--- src/rtl/downcounter_4bits.sv ---
// Loadable down counter with wrap / stop / auto-reload behaviour at zero.
// Underflow is reported by a one-cycle registered borrow pulse; zero decodes q.
module downcounter_4bits #(
  parameter int WIDTH = 4
) (
  input  logic             clk,
  input  logic             rst,
  input  logic             down,
  input  logic             load,
  input  logic [WIDTH-1:0] d,
  input  logic [1:0]       mode,
  output logic [WIDTH-1:0] q,
  output logic             zero,
  output logic             borrow
);

  localparam logic [1:0] MODE_WRAP   = 2'd0;
  localparam logic [1:0] MODE_STOP   = 2'd1;
  localparam logic [1:0] MODE_RELOAD = 2'd2;

  logic [WIDTH-1:0] rld;
  logic [WIDTH-1:0] q_next;
  logic             borrow_next;

  // Mode 3 is reserved and falls into the wrap branch through the default arm.
  always_comb begin
    q_next      = q;
    borrow_next = 1'b0;
    if (load) begin
      q_next = d;
    end else if (down) begin
      if (q != '0) begin
        q_next = q - 1'b1;
      end else begin
        case (mode)
          MODE_STOP: begin
            q_next = '0;
          end
          MODE_RELOAD: begin
            q_next      = rld;
            borrow_next = 1'b1;
          end
          MODE_WRAP: begin
            q_next      = '1;
            borrow_next = 1'b1;
          end
          default: begin
            q_next      = '1;
            borrow_next = 1'b1;
          end
        endcase
      end
    end
  end

  always_ff @(posedge clk or negedge rst) begin
    if (!rst) begin
      q      <= '0;
      rld    <= '0;
      borrow <= 1'b0;
    end else begin
      q      <= q_next;
      borrow <= borrow_next;
      if (load) begin
        rld <= d;
      end
    end
  end

  assign zero = (q == '0);

endmodule

--- config.mk ---
export PLATFORM = sky130hd
export DESIGN_NAME = downcounter_4bits
export DESIGN_NICKNAME = d
export VERILOG_FILES = /design/src/rtl/downcounter_4bits.sv
export SDC_FILE = /design/constraint.sdc
export NUM_CORES = 1
export LEC_CHECK = 0
export BUFFER_PORTS_ARGS = -buffer_cell sky130_fd_sc_hd__clkbuf_2
export CAP_MARGIN = 15
export CORE_AREA = 10 10 47 49
export CTS_BUF_LIST = sky130_fd_sc_hd__clkbuf_4
export DETAILED_ROUTE_END_ITERATION = 16
export DIE_AREA = 0 0 57 59
export PLACE_DENSITY = 0.73
export REMOVE_ABC_BUFFERS = 1
export SLEW_MARGIN = 5
export SYNTH_ARGS = -nofsm -noshare
export SYNTH_HDL_FRONTEND = slang
export SYNTH_SLANG_ARGS = --single-unit
--- constraint.sdc ---
create_clock -name clk -period 2.2 [get_ports clk]
set_clock_uncertainty 0.1 [all_clocks]
set_input_delay 0.66 -clock clk [delete_from_list [all_inputs] [get_ports clk]]
set_output_delay 0.66 -clock clk [all_outputs]
set_load 0.02 [all_outputs]
* After elaboration in Yosys (flattened, before gate mapping)
Index checks and enable logic that the tools add are counted.
Cells by class: add/sub/neg operators 1, equality and inequality tests 2, muxes and demuxes 8, reduce and logical (&&, ||, !) cells 3
Operator list (count):
- $mux W4 | 3
- $pmux W4 S2 | 1
- $logic_not A4 Y1 | 1
- $mux W1 | 4
- $reduce_bool A4 Y1 | 1
- $sub A4 B1 Y4 const B | 1
- $eq A2 B1 Y1 const B | 1
- $eq A2 B2 Y1 const B | 1
- $reduce_bool A2 Y1 | 1
Storage, ports and cells: bits in registers 9, input bits 10, output and inout port bits 6, word-level logic and storage cells 17

* Longest topological paths before layout
word-level depth 5, depth in mapped cells 5

* Worst setup path after synthesis
No wires, ideal clock.
kind flip-flop to output port, from register q[0], to output port zero, data arrival time 1.084 ns, required time 1.440 ns, path slack 0.356 ns, cell stages (with the launch flop) 4, path through dfrtp_1 -> inv_1 -> ha_1 -> nor3b_4
Between the ends: longest elaborated chain between the ends 1
RTL lines:
- start, declared | RTL line 12 | output logic [WIDTH-1:0] q,
- start signal, assigned | RTL line 62 | q <= q_next;
- $logic_not A4 Y1 | RTL line 70 | assign zero = (q == '0);
- end, declared | RTL line 13 | output logic zero,
No other way between the ends.

* Final worst setup path
Same ends and word-level chain as after synthesis.

==> summary.md <==
| Metric | Value |
|---|---|
| Worst Path Arrival | 1.34 ns |
| Clk_lat worst skew | about 0.26 ns |
| Commonest cells in the netlist | dfrtp_1, mux2_2 |
| Final hold vios | 0 |
| GRT overflow | 0 |
| Sequential share of power | 46.0% |
| Max clock buf depth | 2 |
| Post-DP HPWL | 852 um |
| Combinational share of power | 22.4% |
| ANT nets after route | 0 |
| Dpl cells | 76 |
| Core Util, Final | 44.6% |
| Met2 GRT Util | 9.92% |
| Required time of the critical path | 1.44 ns |
| Unrepaired setup endpoints after global routing | no |
| Top cell type's share of synthesized area | 45.3% |
| GR peak layer | met2 |
| Sw Ratio | just under 30% |
| Final setup vio count | 0 |
| Setup Buffers After CTS | 1 |
| Grt met1 use | 7.02% |
| Std-Cell Core Area | approximately 1400 um2 |
| Synthesized area per cell | 10.8 um2 |
| Rel. slew slack | 81.8% |
| Max-slew violations | 0 |
| Post-synth EDFFs | 0 |
| Setup_tns | 0 ns |
| Share of cells above drive strength 1 | 41.5% |
| Min Tclk post-route | 2.10 ns |
| Clk sink count | 9 |
| Static leakage | 0.295 nW |
| Startpoint types | register |
| Via Count | 420 |
| Cts repair resizes | 0 |
| Cell with the most instances after synthesis | dfrtp_1 |
| Root Buffer Master | clkbuf_4 |
| Post-synthesis sequential area ratio | a little under half |
| Clock network fraction of total power | roughly a third |
| N_diodes | 0 |
| Post-synth top flop | dfrtp_1 |
| Die W | 57 um |
| Cell variety after synth | 23 |
| Status | completed |
| First-pass GRT wire length | 1810 um |
| Synth area leaders | dfrtp_1, mux2_2, o2111ai_1, a22oi_1, nand2b_1 |
| Period Utilization, post-route | between 90% and 100% |
| Reg area | around 230 um2 |
| Routed WL | 1110 um |
| DP Worst Slack | 0.256 ns |
| Seq cells post-synth | 9 |
| Post-layout instance area | roughly 620 um2 |
| PortBufs | 15 |
| Nets | 77 |
| Sw power | 0.130 mW |
| Pin count of the biggest net entering global routing | 15 |
| Crit path kind | register to output pin |
| Drt pass-1 iters | 2 |
| PD cells | slightly above 700 nW/um2 |
| Area grow syn2layout | 25.7% |
| Fillers | 137 |
| Routability cong. | 0.788 |
| Number of H-tree levels | 1 |
| Clock transition at path regs | approximately 0.060 ns |
| Starting density of the core | 35.4% |
| Yosys top cell by area | dfrtp_1 |
| CTS Hold Bufs | 0 |
| Crit end category | output pin |
| Total CTS buffers | 3 |
| First DRT Iteration DRCs | 17 |
| Syn Inst Count | 46 |
| Initial antenna violation count | 0 |
| Detailed-route DRC error count | 0 |
| VDD IR max | ~260 uV |
| Placed instance area | roughly 590 um2 |
| Drt wl/cell | around 14 um |
| Total Power | 0.440 mW |
| Num rows | 14 |
| Die ar. | roughly 3400 um2 |
| Final WS setup | 0.105 ns |
| Internal power | ~0.31 mW |
| GRT Util Overall | around 6.8% |
| Num ports | 16 |
| CTS tree | built |
| Fin Hold WS | about 0.15 ns |
| Crit-path max FO | 5 |
| Synthesis Warnings | 0 |
| Worst slew pin tran | 0.273 ns |
| Vias in the first global route | 437 |
| DIE HEIGHT | between 50 and 60 um |
| Grt met3 use | 3.43% |
| # Max-Cap Violations | 0 |
| Synth Cell Area | 497 um2 |
| F_max | 477 MHz |
| Via-to-Cell Ratio | 5.19 |
| Multi-input logic area | about 250 um2 |
| HP Class | primary input to async pin |
| Post-Layout Cell Count | 81 |
| Asr flop ratio synth | 100% |
critical path: stages, from the launching register on:
cell	delay, ns
dfrtp_1	0.42
inv_1	0.07
ha_1	0.19
nor3b_4	0.20
clkbuf_2	0.19
cell type report:
cell class	instances	share of cell area [%]
clock buffers	4	4.81
inverters	4	2.40
multi-input cells	32	40.3
flip-flops and latches	9	36.1
well taps	16	3.21
repair buffers	16	13.2
power groups by stage:
stage / clock network [mW] / registers, mW / logic (mW)
after global placement: 0 / 0.205 / 0.0982
final: 0.139 / 0.203 / 0.0987
after CTS: 0.143 / 0.203 / 0.0998
after global routing: 0.149 / 0.205 / 0.110
after floorplan: 0 / 0.214 / 0.0494
after detailed placement: 0 / 0.206 / 0.0972
cells in the final DEF, fill, tap and decap left out:
cell type and n:
nand3_1 1, mux2_2 4, clkbuf_4 4, buf_4 1, a32oi_1 1, o2111ai_1 3
o41ai_1 1, a22oi_1 3, or3_1 2, nor2b_1 2, or3b_1 1, nor2_1 2
dfrtp_1 9, nor3_1 1, o211ai_1 1, a21oi_1 2, nand2_1 1, inv_2 1
and3_2 1, nand2b_1 3, clkbuf_2 15, inv_1 3, mux2i_1 1, ha_1 1
nor3b_4 1
flip-flops by register name, summed over array words and instances, names as in the netlist:
signal,flops
rld,4
q,4
borrow,1
kinds of logic (layout without fill, tap and decap cells):
logic type / after synthesis / after routing / share of synthesized area [%]
and+or+nand+nor: 15 / 15 / 20.1
adders and majority gates: 1 / 1 / 2.52
buffers and inverters: 5 / 24 / 4.03
DFF: 9 / 9 / 45.3
AOI/OAI and AO/OA: 11 / 11 / 16.9
muxes: 5 / 5 / 11.1
layer usage:
layer / up-vias / routed length (um) / share of wire, %
met1: 193 / 517 / 47
met4: 0 / 20 / 1.8
met2: 11 / 473 / 43
met5: - / 0 / 0
met3: 2 / 96 / 8.7
li1: 214 / - / -
worst paths after layout:
kind,startpoint,end,slack [ns],cells after the start
min in group clk,rld[2],rld[2],0.40,1
min,rst,q[3],0.15,1
max reg2reg,q[0],q[0],0.50,6
max,q[0],zero,0.10,4
max in group asynchronous,rst,q[0],1.65,1
min reg2reg,rld[2],rld[2],0.40,1
Power figures use the tool's default switching activity.
